File: config.mk
export PLATFORM = sky130hd
export DESIGN_NAME = medfilter_frame_monitor
export DESIGN_NICKNAME = d
export VERILOG_FILES = /design/src/rtl/medfilter_frame_monitor.sv
export SDC_FILE = /design/constraint.sdc
export NUM_CORES = 1
export LEC_CHECK = 0
export ABC_AREA = 1
export CORE_ASPECT_RATIO = 1.25
export CORE_UTILIZATION = 59
export CTS_BUF_LIST = sky130_fd_sc_hd__clkbuf_8
export DETAILED_ROUTE_END_ITERATION = 16
export GPL_ROUTABILITY_DRIVEN = 0
export MAX_ROUTING_LAYER = met4
export PLACE_DENSITY = 0.89
export SLEW_MARGIN = 10
export SYNTH_ARGS = -nofsm -noshare
export SYNTH_HDL_FRONTEND = slang
export SYNTH_SLANG_ARGS = --single-unit
export TNS_END_PERCENT = 5
File: constraint.sdc
create_clock -name CLK -period 5.1 [get_ports CLK]
set_input_delay 1.02 -clock CLK [delete_from_list [all_inputs] [get_ports CLK]]
set_output_delay 1.02 -clock CLK [all_outputs]
set_load 0.03 [all_outputs]
File: src/rtl/medfilter_frame_monitor.sv
// Frame sequencer and result monitor for the median filter output stream.
// Issues run, counts output strobes to one frame and keeps position, checksum, extremes, cycles, overrun and timeout.
module medfilter_frame_monitor #(
    parameter int IMG_W      = 512,
    parameter int IMG_H      = 512,
    parameter int DATA_W     = 8,
    parameter int CNT_W      = 19,
    parameter int SUM_W      = 32,
    parameter int CYC_W      = 32,
    parameter int TIMEOUT    = 2**24,
    parameter int CONTINUOUS = 0,
    localparam int COL_W     = (IMG_W > 1) ? $clog2(IMG_W) : 1,
    localparam int ROW_W     = (IMG_H > 1) ? $clog2(IMG_H) : 1
) (
    input  logic              CLK,
    input  logic              RSTn,
    input  logic              Start_sig,
    input  logic              pix_valid,
    input  logic [DATA_W-1:0] pix_data,
    output logic              run,
    output logic              frame_done,
    output logic              busy,
    output logic [CNT_W-1:0]  pix_cnt,
    output logic [COL_W-1:0]  col,
    output logic [ROW_W-1:0]  row,
    output logic [SUM_W-1:0]  checksum,
    output logic [DATA_W-1:0] pix_min,
    output logic [DATA_W-1:0] pix_max,
    output logic [CYC_W-1:0]  cycle_cnt,
    output logic              overrun,
    output logic              timeout
);

    // state | meaning
    // IDLE  | waiting for Start_sig, results held
    // RUN   | filter running, pixels accepted
    // DONE  | one-cycle frame completion, frame_done high
    typedef enum logic [1:0] {IDLE, RUN, DONE} state_t;

    localparam logic [CNT_W-1:0] LAST_PIX = CNT_W'(IMG_W * IMG_H - 1);
    localparam logic [CYC_W-1:0] LAST_CYC = CYC_W'(TIMEOUT - 1);
    localparam logic [COL_W-1:0] LAST_COL = COL_W'(IMG_W - 1);

    state_t state;
    logic   start_frame;
    logic   last_pix;

    always_comb begin
        start_frame = 1'b0;
        if (Start_sig) begin
            if (state == IDLE)
                start_frame = 1'b1;
            else if (state == DONE && CONTINUOUS != 0)
                start_frame = 1'b1;
        end
    end

    assign last_pix = pix_valid && (pix_cnt == LAST_PIX);
    assign run      = (state == RUN);
    assign busy     = (state != IDLE);

    always_ff @(posedge CLK) begin
        if (!RSTn) begin
            state      <= IDLE;
            frame_done <= 1'b0;
            pix_cnt    <= '0;
            col        <= '0;
            row        <= '0;
            checksum   <= '0;
            pix_min    <= '1;
            pix_max    <= '0;
            cycle_cnt  <= '0;
            overrun    <= 1'b0;
            timeout    <= 1'b0;
        end else begin
            frame_done <= 1'b0;
            if (start_frame) begin
                state     <= RUN;
                pix_cnt   <= '0;
                col       <= '0;
                row       <= '0;
                checksum  <= '0;
                pix_min   <= '1;
                pix_max   <= '0;
                cycle_cnt <= '0;
                overrun   <= 1'b0;
                timeout   <= 1'b0;
            end else if (state == RUN) begin
                if (pix_valid) begin
                    pix_cnt  <= pix_cnt + 1'b1;
                    checksum <= checksum + SUM_W'(pix_data);
                    if (pix_data < pix_min)
                        pix_min <= pix_data;
                    if (pix_data > pix_max)
                        pix_max <= pix_data;
                    if (col == LAST_COL) begin
                        col <= '0;
                        row <= row + 1'b1;
                    end else begin
                        col <= col + 1'b1;
                    end
                end
                // Frame end takes priority over a coincident timeout and freezes cycle_cnt.
                if (last_pix) begin
                    state      <= DONE;
                    frame_done <= 1'b1;
                    col        <= '0;
                    row        <= '0;
                end else if (cycle_cnt == LAST_CYC) begin
                    state   <= IDLE;
                    timeout <= 1'b1;
                end else begin
                    cycle_cnt <= cycle_cnt + 1'b1;
                end
            end else begin
                if (pix_valid)
                    overrun <= 1'b1;
                if (state == DONE)
                    state <= IDLE;
            end
        end
    end

endmodule

## Word-level counts from Yosys, hierarchy flattened

Index checks and enable logic that the tools add are counted.

| operators by class | value |
|---|---|
| $add $sub $neg | 5 |
| $lt $le $gt $ge | 2 |
| eq/ne operators | 7 |
| muxes and demuxes | 14 |
| bitwise logic cells | 4 |
| reduce and logical (&&, ||, !) cells | 19 |

Operators with widths:

| operator | number |
|---|---|
| $mux W9 | 6 |
| $add A32 B1 Y32 const B | 1 |
| $add A32 B8 Y32 | 1 |
| $eq A32 B24 Y1 const B | 1 |
| $add A19 B1 Y19 const B | 1 |
| $eq A19 B18 Y1 const B | 1 |
| $add A9 B1 Y9 const B | 2 |
| $reduce_and A3 Y1 | 5 |
| $reduce_and A2 Y1 | 5 |
| $eq A9 B9 Y1 const B | 1 |
| $gt A8 B8 Y1 | 1 |
| $lt A8 B8 Y1 | 1 |
| $mux W2 | 4 |
| $reduce_bool A2 Y1 | 4 |
| $mux W1 | 4 |
| $ne A4 B1 Y1 const B | 1 |
| $not A1 Y1 | 4 |
| $ne A3 B1 Y1 const B | 1 |
| $reduce_bool A3 Y1 | 1 |
| $reduce_or A3 Y1 | 1 |
| $eq A2 B1 Y1 const B | 1 |
| $eq A2 B2 Y1 const B | 1 |
| $logic_not A2 Y1 | 1 |
| $reduce_or A2 Y1 | 1 |
| $logic_and A1 B1 Y1 | 1 |

| word-level totals | value |
|---|---|
| register bits | 122 |
| input bits | 12 |
| output and inout port bits | 122 |
| logic and storage cells | 63 |

## Depth between registers and ports, before layout

Gate-level depths: netlist of the first run.

| logic depth | value |
|---|---|
| word-level depth | 5 |
| mapped depth | 14 |
| gate-level depth less buffers | 14 |

## Worst setup path after synthesis of the first run

OpenSTA, ideal clock, no wires.

| path | value |
|---|---|
| path kind | input -> register |
| start point | in pix_data[0] |
| end point | reg checksum[30] |
| setup time | 128 ps |
| arrival | 2375 ps |
| required time | 4972 ps |
| slack | 2598 ps |
| stages | 12 |
| path buffers | 0 |
| cell sequence | ha_1 > fa_1 > nand2_1 > nand2_1 > nand3b_1 > nand2_1 > nand2_1 > nand2_1 > nand3_1 > nand2_1 > nand2_1 > nor2_1 |

| on the way | value |
|---|---|
| longest elaborated chain between the ends | 1 |

Ends and longest elaborated chain:

| item | RTL line | text |
|---|---|---|
| from (decl) | 19 | `input logic [DATA_W-1:0] pix_data,` |
| $add A32 B8 Y32 | 91 | `checksum <= checksum + SUM_W'(pix_data);` |
| to (signal assigned) | 91 |  |
| to (decl) | 26 | `output logic [SUM_W-1:0] checksum,` |

No other way between the ends.
A chain may end at the register's enable or synchronous reset.

## Final worst setup path of the first run

| path | value |
|---|---|
| start point | reg state[1] |
| end point | out run |

| on the way | value |
|---|---|
| longest elaborated chain between the ends | 1 |

Ends and longest elaborated chain:

| item | RTL line | text |
|---|---|---|
| from (decl) | 44 | `state_t state;` |
| from (signal assigned) | 64 | `state <= IDLE;` |
| from (signal assigned) | 78 | `state <= RUN;` |
| from (signal assigned) | 105 | `state <= DONE;` |
| $eq A2 B1 Y1 | 59 | `assign run = (state == RUN);` |
| to (decl) | 20 | `output logic run,` |

No other way between the ends.

==> results of run 1 <==
[per-stage QoR]
stage,utilization (%),power [uW]
final,77.2,2340
after global routing,77.2,2430
after CTS,77.2,2350
after detailed placement,73.1,1340
after global placement,73.1,1330
after floorplan,-,1240
[Yosys cell counts (3+ instances only)]
| library cell | number | area [um^2] |
|---|---|---|
| nor3_1 | 21 | 105 |
| xor2_1 | 25 | 219 |
| nand2_1 | 321 | 1200 |
| nand2_2 | 6 | 37.5 |
| buf_6 | 3 | 33.8 |
| xnor2_1 | 12 | 105 |
| dfxtp_1 | 122 | 2440 |
| nor2_4 | 6 | 67.6 |
| nor2_1 | 159 | 597 |
| buf_2 | 6 | 30.0 |
| nand2_4 | 3 | 33.8 |
| nand4_1 | 16 | 100 |
| ha_1 | 32 | 400 |
| inv_1 | 116 | 435 |
| o21ai_0 | 24 | 120 |
| clkbuf_1 | 11 | 41.3 |
| nand3b_1 | 6 | 45.0 |
| a21oi_1 | 82 | 410 |
| nand3_1 | 82 | 410 |
[cell type report]
type / instances / area (um^2) / area share [%]
Tap cell: 161 / 201 / 2.24
Inverter: 120 / 455 / 5.05
Clock buffer: 19 / 262 / 2.90
Multi-Input combinational cell: 818 / 4090 / 45.4
Clock inverter: 13 / 215 / 2.39
Sequential cell: 122 / 2440 / 27.1
Timing Repair Buffer: 135 / 1350 / 14.9
[cell families after synthesis]
group,after synthesis,synth area share (%)
buffers and inverters,142,8.06
flip-flops,122,34.4
adder cells (fa/ha/maj),33,5.93
AO/OA/AOI/OAI,116,8.92
XOR/XNOR,37,4.57
AND/OR/NAND/NOR,632,38.1
[worst min-delay path by stage]
stage,from,depth (start not counted),endpoint,slack (ns)
after global routing,pix_max[3],2,pix_max[3],0.49
after floorplan,state[0],2,state[0],0.47
final,pix_max[3],2,pix_max[3],0.48
after detailed placement,pix_min[5],2,pix_min[5],0.47
after global placement,pix_min[5],2,pix_min[5],0.46
after CTS,pix_max[3],2,pix_max[3],0.48
[tightest hold or removal path, delay by kind of cell, from the launching register on]
family          cells  cell delay, ns
flops               1            0.32
simple gates        1            0.06
compound gates      1            0.05
[routing by layer]
layer / vias to the layer above / track usage (%) / part of all wire [%] / wire length (um)
li1: 3709 / - / - / -
met1: 3428 / 35.5 / 40 / 7570
met2: 310 / 54.5 / 50 / 9520
met3: 60 / 6.79 / 6.9 / 1310
met4: 0 / 14.8 / 3.2 / 605
met5: - / - / 0 / 0
[power by group through the flow]
stage               logic [uW]  registers, uW  clock network [uW]
CTS                        329            987                1030
floorplan                  209           1030                   0
detailed placement         327           1010                   0
global route               364            989                1080
finish                     330            987                1030
global placement           318           1010                   0
[placed cells by master (no fill, tap or decap), types with 3 or more instances in the layout]
| master | n |
|---|---|
| nand4_1 | 16 |
| nand2_4 | 3 |
| clkinvlp_4 | 4 |
| inv_1 | 116 |
| clkdlybuf4s50_1 | 133 |
| nand3_1 | 82 |
| inv_2 | 3 |
| o21ai_0 | 24 |
| clkbuf_8 | 19 |
| nor2_4 | 7 |
| nand2_2 | 6 |
| nor3_1 | 21 |
| nor2_1 | 158 |
| nand3b_1 | 6 |
| xor2_1 | 25 |
| a21oi_1 | 82 |
| clkinv_4 | 3 |
| nand2_1 | 321 |
| ha_1 | 32 |
| dfxtp_1 | 122 |
| xnor2_1 | 12 |
| bufinv_16 | 5 |
[sequential cells by signal, indices dropped and copies added (netlist names)]
| register | flops |
|---|---|
| checksum | 32 |
| col | 9 |
| cycle_cnt | 32 |
| frame_done | 1 |
| overrun | 1 |
| pix_cnt | 19 |
| pix_max | 8 |
| pix_min | 8 |
| row | 9 |
| state | 2 |
| timeout | 1 |
==> impl_metrics.toml, run 1 <==
[place]
placed_cell_count = 1356
hpwl_um = 13700
buffer_ports.inserted = 133
post_dp_cell_area_mm2 = 0.00853
post-place-ws_ns = 1.77

[synth]
synthArstFlopShare_pct = 0
synth-seq-cells = 122
synth_nets = 1127
synthesis.area_mm2 = 0.00709
dominantRegCellSynth = "dfxtp_1"
syn-instance-count = 1082
synth.lib_cells_used.distinct = 42
synth_sequential_area_ratio_pct = 34.4
synth.avg_cell_area_um2 = 6.56
synth-edff-count = 0
synth_warnings = 0

[critical_path]
slowest_stage = "clkdlybuf4s50_1"
end_kind = "primary output"
setup.reg_to_reg.worst_slack_ns = 2.61
cp_data_arrival_time_ns = 2.01
rr_worst_depth = 10
critical_path_cell_list = "inv_1, ha_1, clkdlybuf4s50_1"
critical_path_cell_count = 3
path_delay_family = "buffers and inverters"
path_buf_inv = 2
timing.critical_path.to = "run"
worstPathRequired_ns = 4.08
rr_startpoint = "state[0]"
worst-setup-path-type = "flip-flop to primary output"
slowest_delay_ns = 0.74
crit_path_max_fanout = 5
setup.worst_path.start_class = "flip-flop"
worstSetupStartpoint = "state[1]"
rr_endpoint = "row[6]"

[die]
die-height_um = 125
die_area_mm2 = 0.0125
core_area_mm2 = 0.0117
floorplan.die.width_um = 100
top_level_ports = 134
rows = 44
initial_utilization_pct = 60.8

[sta]
holdWs_ns = 0.478
finalHoldViolations = 0
fin_clk_skew_ns = 0.0113
fin_crit_ns = 3.03
tns_ns = 0
fmaxAchievable_ghz = 0.331
grt_setup_unrepaired = "false"
final-max-slew-violation-count = 0
setup_violations = 0
worst_pin_slew_ns = 0.574
maxSlewHeadroom_pct = 61.7
setup_ws_ns = 2.07
min_period_over_period_pct = 59.3

[layout]
post_layout_nonfiller_instances = 1388
drive_gt1_share_pct = 5.38
syn2layout_area_growth_pct = 27.0
finalInstanceArea_mm2 = 0.00901
n_antenna_cell = 0
n_fill_cell = 910
fin_nets = 1259

[run_status]
status = "complete, no violations"

[cts]
clk_transition_reported_paths_ns = 0.07
cts_num_sinks = 122
cts_tree = "built"
cts-hold-fix-buffers = 0
worstSkewPairLatency_ns = 0.45
root_buffer_master = "clkbuf_8"
cts_post_setup_buffers_inserted = 0
depth_of_the_cts_h_tree = 4
clockBufferDepth = 2
cts_inserted_buffers = 17
postCtsResizedCells = 0

[grt]
gr-total-overflow = 0
grt_start_max_net_pins = 51
total_global_routing_track_utilization_pct = 32.0
first_global_vias = 7033
antenna_found_initial = 0
grt_pass1_wl_um = 31300

[min_path]
hold_path_class = "flip-flop to flip-flop"

[power_and_ir_drop]
swShare_pct = 28.2
combinationalPowerShare_pct = 14.1
vdd_drop_max_mv = 0.218
sequentialPowerShare_pct = 42.1
power.clock.fraction_pct = 43.8
net-switching-power_uw = 661
power.internal_uw = 1680
power_leakage_uw = 0.00352
powerDensity_mw_per_mm2 = 260

[detailed_routing]
drt-pass1-iter-count = 5
ant_nets = 0
via_count = 7507
routed_wirelength_um = 19000
number_of_design_rule_violations_left_after_detail_routing = 0
wl_per_cell_um = 13.7
initial_drc_count = 404
routed_via_density = 5.41

[run]
max_cap_violations = 0
No activity file was read; power rests on OpenSTA's default activity.
==> inputs of run 2 (changes only) <==
- CORE_UTILIZATION: 59 -> 54
- PLACE_DENSITY: 0.89 -> 0.82
- clock period: 5.1 -> 3.1 ns (I/O delays scaled with it)
==> impl_metrics.toml, run 2 (same netlist as run 1, synthesis figures left out) <==
[detailed_routing]
drt-pass1-iter-count = 5
routed_via_density = 5.18
initial_drc_count = 319
ant_nets = 0
wl_per_cell_um = 13.1
via_count = 7260
routed_wirelength_um = 18400
number_of_design_rule_violations_left_after_detail_routing = 0

[layout]
fin_nets = 1266
final_util_pct = 70.6
n_fill_cell = 1141
final_cell_mix = "nand2_1, nor2_1, clkdlybuf4s50_1"
syn2layout_area_growth_pct = 27.1
drive_gt1_share_pct = 5.84
finalInstanceArea_mm2 = 0.00902
multi_input_area_mm2 = 0.00409
layout.cells.most_common = "nand2_1"
largest_registers = "checksum: 32 flops, cycle_cnt: 32 flops, pix_cnt: 19 flops"
post_layout_nonfiller_instances = 1401
register_area_mm2 = 0.00244
n_antenna_cell = 0

[run_status]
status = "complete, no violations"

[place]
buffer_ports.inserted = 133
post-place-ws_ns = 0.247
hpwl_um = 13700
post_dp_cell_area_mm2 = 0.00861
placed_cell_count = 1370

[critical_path]
critical_path_cell_list = "inv_1, ha_1, clkdlybuf4s50_1"
path_delay_family = "buffers and inverters"
cp_data_arrival_time_ns = 1.95
worst-setup-path-type = "flip-flop to primary output"
slowest_stage = "clkdlybuf4s50_1"
path_buf_inv = 2
worstPathRequired_ns = 2.48
end_kind = "primary output"
crit_path_max_fanout = 5
rr_worst_depth = 12
slowest_delay_ns = 0.73
critical_path_cell_count = 3
setup.worst_path.start_class = "flip-flop"

[grt]
total_global_routing_track_utilization_pct = 28.3
gr-total-overflow = 0
grt_start_max_net_pins = 50
grt_pass1_wl_um = 30200
first_global_vias = 6553
antenna_found_initial = 0

[cts]
cts_num_sinks = 122
cts-hold-fix-buffers = 0
depth_of_the_cts_h_tree = 4
cts_tree = "built"
worstSkewPairLatency_ns = 0.45
cts_inserted_buffers = 17
clk_transition_reported_paths_ns = 0.07
postCtsResizedCells = 0
clockBufferDepth = 2
root_buffer_master = "clkbuf_8"
cts_post_setup_buffers_inserted = 0

[power_and_ir_drop]
power_leakage_uw = 0.00354
powerDensity_mw_per_mm2 = 405
vdd_drop_max_mv = 0.279

[sta]
finalHoldViolations = 0
setup_violations = 0
worst_pin_slew_ns = 0.533
fin_crit_ns = 2.57
min_period_over_period_pct = 83.0
grt_setup_unrepaired = "false"
fin_clk_skew_ns = 0.0123
setup_ws_ns = 0.528
maxSlewHeadroom_pct = 64.5
fmaxAchievable_ghz = 0.389
tns_ns = 0
final-max-slew-violation-count = 0

[die]
top_level_ports = 134
die-height_um = 130
rows = 46
floorplan.die.width_um = 105
core_area_mm2 = 0.0128
initial_utilization_pct = 55.5
die_area_mm2 = 0.0136

[min_path]
min_path_cells = 2
hold_path_class = "flip-flop to flip-flop"

[run]
max_cap_violations = 0
==> run 2: layer usage <==
layer | track usage, % | wire (um) | vias up
met1 | 31.8 | 7710 | 3278
met4 | 12.1 | 492 | 0
li1 | - | - | 3729
met5 | - | 0 | -
met2 | 48.9 | 9100 | 214
met3 | 6.09 | 1070 | 39
==> run 2: worst paths after layout <==
path / start / endpoint / slack (ns)
worst max-delay path: state[1] / run / 0.53
worst min-delay path: pix_cnt[15] / pix_cnt[15] / 0.48
worst max register to register: cycle_cnt[0] / state[1] / 0.95
worst min register to register: pix_cnt[15] / pix_cnt[15] / 0.48
==> run 2: report_power, final <==
| part | internal [uW] | switching (uW) |
|---|---|---|
| sequential | 1600 | 27.0 |
| clock | 827 | 643 |
| combinational | 187 | 374 |
| total | 2610 | 1040 |
==> run 2: area by class of cell <==
class | count | share of cell area, %
clock buffer | 19 | 2.90
clock inverter | 12 | 1.65
inverter | 120 | 5.05
multi-input combinational | 818 | 45.3
sequential | 122 | 27.1
tap | 168 | 2.33
timing repair buffer | 142 | 15.7
==> run 2: worst reg2reg max path: stages (launching register included) <==
cell,delay (ns)
dfxtp_1,0.44
ha_1,0.25
inv_1,0.09
nor2_4,0.16
nand2_2,0.12
nor2_4,0.16
nand3_2,0.11
nand3_4,0.16
buf_4,0.29
nand2_1,0.11
nand2_1,0.07
nand2_1,0.04
nor2_1,0.09
==> run 2: metrics by stage <==
step	total power, uW	hold slack (ns)
4_1_cts	3680	0.483
3_3_place_gp	2210	0.466
3_5_place_dp	2220	0.471
6_report	3650	0.481
2_1_floorplan	2050	0.469
5_1_grt	3820	0.506
